File: src/rtl/alu_pkg.sv
// -----------------------------------------------------------------------------
// alu_pkg
// Shared types and helpers for the serial magnitude comparator.
//   cmp_state_t   : comparator FSM states (idle, running slices, result pulse)
//   cmp_result_t  : eq/greater pair carried from slice to slice
//   sliceIdxWidth : width of a counter that indexes numSlices slices
// Configuration macro used by the comparator: ALU_CMP_EARLY_EXIT_EN
// -----------------------------------------------------------------------------
package alu_pkg;

    typedef enum logic [1:0] {
        CMP_IDLE = 2'd0,
        CMP_RUN  = 2'd1,
        CMP_DONE = 2'd2
    } cmp_state_t;

    typedef struct packed {
        logic eq;
        logic greater;
    } cmp_result_t;

    // A single slice still needs a one-bit index register, so clamp at 1.
    function automatic int sliceIdxWidth(input int numSlices);
        return (numSlices > 1) ? $clog2(numSlices) : 1;
    endfunction

endpackage

File: src/rtl/alu_comparator_serial_slice.sv
// -----------------------------------------------------------------------------
// alu_comparator_slice
// Combinational compare of one W-bit slice with cascade inputs from the more
// significant slices. Once a more significant slice has decided the result
// (prev_eq = 0) the cascade state passes through unchanged.
// Ports:
//   a, b          in  W  slice operands
//   prev_eq       in  1  all more significant slices were equal
//   prev_greater  in  1  more significant slices decided a > b
//   invert_msb    in  1  flip the slice MSB on both operands (signed top slice)
//   eq, greater   out 1  cascade state after this slice
// -----------------------------------------------------------------------------
module alu_comparator_slice #(
    parameter int W = 4
) (
    input  logic [W-1:0] a,
    input  logic [W-1:0] b,
    input  logic         prev_eq,
    input  logic         prev_greater,
    input  logic         invert_msb,
    output logic         eq,
    output logic         greater
);

    logic [W-1:0] msbMask;
    logic [W-1:0] aAdj;
    logic [W-1:0] bAdj;

    // Flipping the sign bit on both operands turns a two's-complement
    // compare into an unsigned (offset-binary) compare.
    always_comb begin
        msbMask = '0;
        msbMask[W-1] = invert_msb;
        aAdj = a ^ msbMask;
        bAdj = b ^ msbMask;
    end

    always_comb begin
        if (prev_eq) begin
            eq      = (aAdj == bAdj);
            greater = (aAdj > bAdj);
        end else begin
            eq      = 1'b0;
            greater = prev_greater;
        end
    end

endmodule

File: src/rtl/alu_comparator_serial.sv
// -----------------------------------------------------------------------------
// alu_comparator_serial
// Multi-cycle magnitude comparator: compares WIDTH-bit operands SLICE bits per
// cycle, most significant slice first, with a start/busy/done handshake.
// Ports:
//   clk          in  1      clock, rising edge
//   rst          in  1      asynchronous active-high reset
//   start        in  1      request a compare (accepted only when idle)
//   signed_mode  in  1      1 = two's-complement, 0 = unsigned (with start)
//   a, b         in  WIDTH  operands (sampled with start)
//   busy         out 1      comparison in progress
//   done         out 1      one-cycle pulse when flags are updated
//   eq, greater, less out 1 result flags, held until the next done
// Configuration: define ALU_CMP_EARLY_EXIT_EN to finish as soon as a slice
// decides the result; otherwise every slice is always processed.
// -----------------------------------------------------------------------------
module alu_comparator_serial
    import alu_pkg::*;
#(
    parameter int WIDTH = 16,
    parameter int SLICE = 4
) (
    input  logic             clk,
    input  logic             rst,
    input  logic             start,
    input  logic             signed_mode,
    input  logic [WIDTH-1:0] a,
    input  logic [WIDTH-1:0] b,
    output logic             busy,
    output logic             done,
    output logic             eq,
    output logic             greater,
    output logic             less
);

    localparam int NUM_SLICES = WIDTH / SLICE;
    localparam int IW         = sliceIdxWidth(NUM_SLICES);
    localparam logic [IW-1:0] TOP_IDX = IW'(NUM_SLICES - 1);

    if ((WIDTH < SLICE) || ((WIDTH % SLICE) != 0)) begin : gBadConfig
        $error("alu_comparator_serial: WIDTH must be a positive multiple of SLICE");
    end

    cmp_state_t       state_q, state_d;
    logic [IW-1:0]    idx_q, idx_d;
    cmp_result_t      run_q, run_d;
    logic [WIDTH-1:0] opA_q, opA_d;
    logic [WIDTH-1:0] opB_q, opB_d;
    logic             signed_q, signed_d;
    cmp_result_t      flags_q, flags_d;
    logic             less_q, less_d;
    logic             busy_q, busy_d;
    logic             done_q, done_d;

    logic [SLICE-1:0] sliceA;
    logic [SLICE-1:0] sliceB;
    logic             invertMsb;
    cmp_result_t      sliceRes;

    // A single slice comparator is shared across cycles; the current slice
    // is selected by the index, and only the top slice gets the sign flip.
    assign sliceA    = opA_q[int'(idx_q) * SLICE +: SLICE];
    assign sliceB    = opB_q[int'(idx_q) * SLICE +: SLICE];
    assign invertMsb = signed_q && (idx_q == TOP_IDX);

    alu_comparator_slice #(
        .W (SLICE)
    ) uSlice (
        .a            (sliceA),
        .b            (sliceB),
        .prev_eq      (run_q.eq),
        .prev_greater (run_q.greater),
        .invert_msb   (invertMsb),
        .eq           (sliceRes.eq),
        .greater      (sliceRes.greater)
    );

    // Next-state logic. The slice module already freezes the running state
    // once it is decided, so RUN simply takes its output every cycle.
    // Busy and done are computed from the next/current state so that they
    // come straight out of flops.
    always_comb begin
        state_d  = state_q;
        idx_d    = idx_q;
        run_d    = run_q;
        opA_d    = opA_q;
        opB_d    = opB_q;
        signed_d = signed_q;
        flags_d  = flags_q;
        less_d   = less_q;
        done_d   = 1'b0;

        case (state_q)
            CMP_IDLE: begin
                if (start) begin
                    state_d     = CMP_RUN;
                    idx_d       = TOP_IDX;
                    run_d.eq    = 1'b1;
                    run_d.greater = 1'b0;
                    opA_d       = a;
                    opB_d       = b;
                    signed_d    = signed_mode;
                end
            end
            CMP_RUN: begin
                run_d = sliceRes;
                idx_d = idx_q - 1'b1;
`ifdef ALU_CMP_EARLY_EXIT_EN
                if ((idx_q == '0) || !sliceRes.eq) begin
                    state_d = CMP_DONE;
                end
`else
                if (idx_q == '0) begin
                    state_d = CMP_DONE;
                end
`endif
            end
            CMP_DONE: begin
                state_d = CMP_IDLE;
                done_d  = 1'b1;
                flags_d = run_q;
                less_d  = !run_q.eq && !run_q.greater;
            end
            default: begin
                state_d = CMP_IDLE;
            end
        endcase

        busy_d = (state_d == CMP_RUN);
    end

    // State and output registers; reset discards any compare in flight.
    always_ff @(posedge clk or posedge rst) begin
        if (rst) begin
            state_q         <= CMP_IDLE;
            idx_q           <= '0;
            run_q.eq        <= 1'b1;
            run_q.greater   <= 1'b0;
            opA_q           <= '0;
            opB_q           <= '0;
            signed_q        <= 1'b0;
            flags_q.eq      <= 1'b1;
            flags_q.greater <= 1'b0;
            less_q          <= 1'b0;
            busy_q          <= 1'b0;
            done_q          <= 1'b0;
        end else begin
            state_q  <= state_d;
            idx_q    <= idx_d;
            run_q    <= run_d;
            opA_q    <= opA_d;
            opB_q    <= opB_d;
            signed_q <= signed_d;
            flags_q  <= flags_d;
            less_q   <= less_d;
            busy_q   <= busy_d;
            done_q   <= done_d;
        end
    end

    assign busy    = busy_q;
    assign done    = done_q;
    assign eq      = flags_q.eq;
    assign greater = flags_q.greater;
    assign less    = less_q;

endmodule

File: config.mk
export PLATFORM = sky130hd
export DESIGN_NAME = alu_comparator_serial
export DESIGN_NICKNAME = d
export VERILOG_FILES = /design/src/rtl/alu_pkg.sv /design/src/rtl/alu_comparator_serial_slice.sv /design/src/rtl/alu_comparator_serial.sv
export SDC_FILE = /design/constraint.sdc
export NUM_CORES = 1
export LEC_CHECK = 0
export ABC_AREA = 1
export BUFFER_PORTS_ARGS = -buffer_cell sky130_fd_sc_hd__buf_2
export CAP_MARGIN = 20
export CORE_ASPECT_RATIO = 0.75
export CORE_UTILIZATION = 55
export DETAILED_ROUTE_END_ITERATION = 8
export HOLD_SLACK_MARGIN = 0.02
export MAX_ROUTING_LAYER = met4
export PLACE_DENSITY = 0.85
export SYNTH_ARGS = -nofsm -noshare
export SYNTH_HDL_FRONTEND = slang
export SYNTH_SLANG_ARGS = --single-unit
File: constraint.sdc
create_clock -name clk -period 2.25 [get_ports clk]
set_input_delay 0.225 -clock clk [delete_from_list [all_inputs] [get_ports clk]]
set_output_delay 0.225 -clock clk [all_outputs]
set_load 0.1 [all_outputs]
==> impl_metrics.yaml <==
run_status:
  status: "completed"
critical_path:
  worstRegToRegCells: 14
  crit_fanout: 14
  path_common_cell: "nand2_1"
  critPathRequiredTime_ns: 2.49
  crit_family: "simple AND/OR/NAND/NOR gates"
  cp.arrival_ns: 2.14
  path_cells: "inv_1 > nand2_1 > nand3_1 > nand2_1 > nand2_1 > nand2_1 > ha_1 > nand2_1 > inv_1 > nand2_1 > nand2_1 > nor2_1 > nand2_1 > nand2_1"
  cp_slowest_cell: "dfrtp_1"
  critPathLaunchType: "flop"
  cp_num_buf_inv: 2
  worst_setup_path_end_kind: "flop"
  max_stage_delay_ns: 0.42
  path_class: "reg2reg"
  reg2reg_setup_slack_ns: 0.35
  reg2reg_from: "idx_q[0]"
  r2r_end: "run_q[0]"
sta:
  finalCritPeriodShare: 0.845
  rsz0062_at_grt: "no"
  min_period_ns: 1.90
  hold_violations: 0
  setup-tns-final_ns: 0
  tightest_slew_ns: 0.564
  max_freq_mhz: 526
  setup_violations: 0
  slew_violations: 0
  finalWorstSetupSlack_ns: 0.348
  maxSlewHeadroom: 0.620
  finClkSkew_ns: 0.00598
synth:
  synth_edf_count: 0
  synth.area.top_cells: "dfrtp_1, nand2_1, o21ai_0"
  synth_cell_types: 23
  synth_flop_cell: "dfrtp_1"
  syn_area_um2: 2180
  synth_area_per_cell_um2: 8.34
  seq_area_frac_synth: 0.507
  synth.net_count: 303
  synth_cells: 261
  synth_seq_cells: 44
  synth_common_cells: "nand2_1, dfrtp_1, inv_1, o21ai_0, nor2_1"
  yosys_warnings: 0
  yosysTopAreaCell: "dfrtp_1"
  yosys.cell_count.top_type: "nand2_1"
  synth-async-reset-ratio: 1.00
  yosysTopAreaCellShare: 0.483
layout:
  nNetsFinal: 343
  insertedDiodeCount: 0
  area_delta_synth_final_pct: 14.0
  fillers: 339
  seq_area_um2: 1100
  stdcell_count: 354
  drive_above_1_share: 0.232
  multi_input_area_um2: 818
placement:
  portBuffers: 40
  hpwlAfterDp_mm: 2.97
  place_congestion: 0.893
  pre_cts_ws_ns: 0.378
  placed_cells: 346
clocking:
  insertion_delay_ns: 0.29
  cts_hold_buf: 0
  cts_num_sinks: 44
  cts_resized: 0
  cts_tree: "built"
  cts-root-buf: "clkbuf_8"
  htreeDepth: 2
  path_clk_slew_ns: 0.08
  clk_path_buf_depth: 2
  post-cts-setup-buffers: 0
  cts_buffers: 5
floorplan:
  fp-row-count: 19
  die_x_um: 74.7
  core_um2: 3730
  die_h_um: 56.5
  start_util: 0.583
  io_pins: 41
  dieArea_um2: 4220
routing:
  drcViolationCount: 0
  ant_nets: 0
  wl_per_cell_um: 11.7
  dr.pass1.iters: 5
  dr_total_vias: 1720
  drt-total-wl_mm: 4.13
  first_iter_violations: 115
  vias_per_cell: 4.86
power_and_ir_drop:
  cellLeakagePower_nw: 1.38
  power.density_nw_per_um2: 1510
  vdd_ir_drop_max_mv: 0.669
global_route:
  grt_pass1_wl_mm: 6.66
  grt_pass1_vias: 1484
  antenna_found_initial: 0
  grt_max_degree: 45
  grt.total_usage: 0.222
  gr-total-overflow: 0
run:
  drv_cap: 0
hold_path:
  hp-class: "in2async"
-- cell families (layout without fill, tap and decap cells) --
| family | count (synthesis) | in the layout | share of synthesized area |
|---|---|---|---|
| compound gates | 61 | 61 | 0.169 |
| flops | 44 | 44 | 0.507 |
| buf+inv | 56 | 97 | 0.117 |
| fa+ha+maj | 6 | 6 | 0.0345 |
| simple gates | 94 | 94 | 0.172 |
-- sequential cells by signal, indices dropped and copies added, names as in the netlist --
register,count
busy,1
done,1
eq,1
greater,1
idx_q,2
less,1
opA_q,16
opB_q,16
run_q,2
signed_q,1
state_q,2
-- how the worst max path moves through the flow --
stage	to	from	cells past startpoint
finish	run_q[0]	idx_q[0]	14
global route	run_q[0]	idx_q[0]	14
CTS	run_q[0]	idx_q[0]	14
detailed placement	run_q[0]	idx_q[0]	14
global placement	run_q[0]	idx_q[0]	14
floorplan	run_q[0]	idx_q[1]	13
-- per-stage QoR --
stage	utilization	hold slack, ns	area [um2]	total power [W]
2_1_floorplan	-	0.358	2180	0.00287
3_3_place_gp	0.641	0.383	2390	0.00315
3_5_place_dp	0.641	0.395	2390	0.00323
4_1_cts	0.665	0.0850	2480	0.00375
5_1_grt	0.665	0.113	2480	0.00406
6_report	0.665	0.0582	2480	0.00375
-- cell type report --
class	instances	share of cell area
Sequential cell	44	0.445
Multi-Input combinational cell	161	0.330
Timing Repair Buffer	45	0.0958
Inverter	44	0.0675
Clock buffer	8	0.0363
Tap cell	52	0.0262
-- cells in the final DEF (no fill, tap or decap) --
master,synthesis,final
o22ai_1,3,3
a22o_1,1,1
nand3_1,7,7
o21ai_1,2,2
clkbuf_1,3,2
clkbuf_8,0,6
dfrtp_1,42,42
dfstp_2,2,2
o21ai_2,10,10
ha_1,6,6
buf_2,3,40
buf_4,0,5
o21ai_0,34,34
inv_1,41,41
nor2_1,21,21
a32oi_1,1,1
o21bai_1,1,1
inv_2,2,2
nand3_4,1,1
a21oi_1,6,6
a21oi_2,3,3
inv_4,1,1
nand2_1,65,65
-- metal layers --
metal / vias to the layer above / track usage / share of wire
met5: - / - / 0
met4: 0 / 0.0809 / 0.012
met3: 7 / 0.0557 / 0.059
met2: 50 / 0.302 / 0.42
met1: 768 / 0.321 / 0.51
li1: 895 / - / -
-- where the power goes --
group | internal (W) | switching [W] | total (W)
Sequential | 0.00116 | 0.000256 | 0.00142
Clock | 0.000250 | 0.000249 | 0.000499
Combinational | 0.000624 | 0.00121 | 0.00183
Total | 0.00204 | 0.00171 | 0.00375
-- worst min-delay path: cells and delay by family --
family	cells	cell delay (ns)
buffers and inverters	3	0.58
Power figures use the tool's default switching activity.
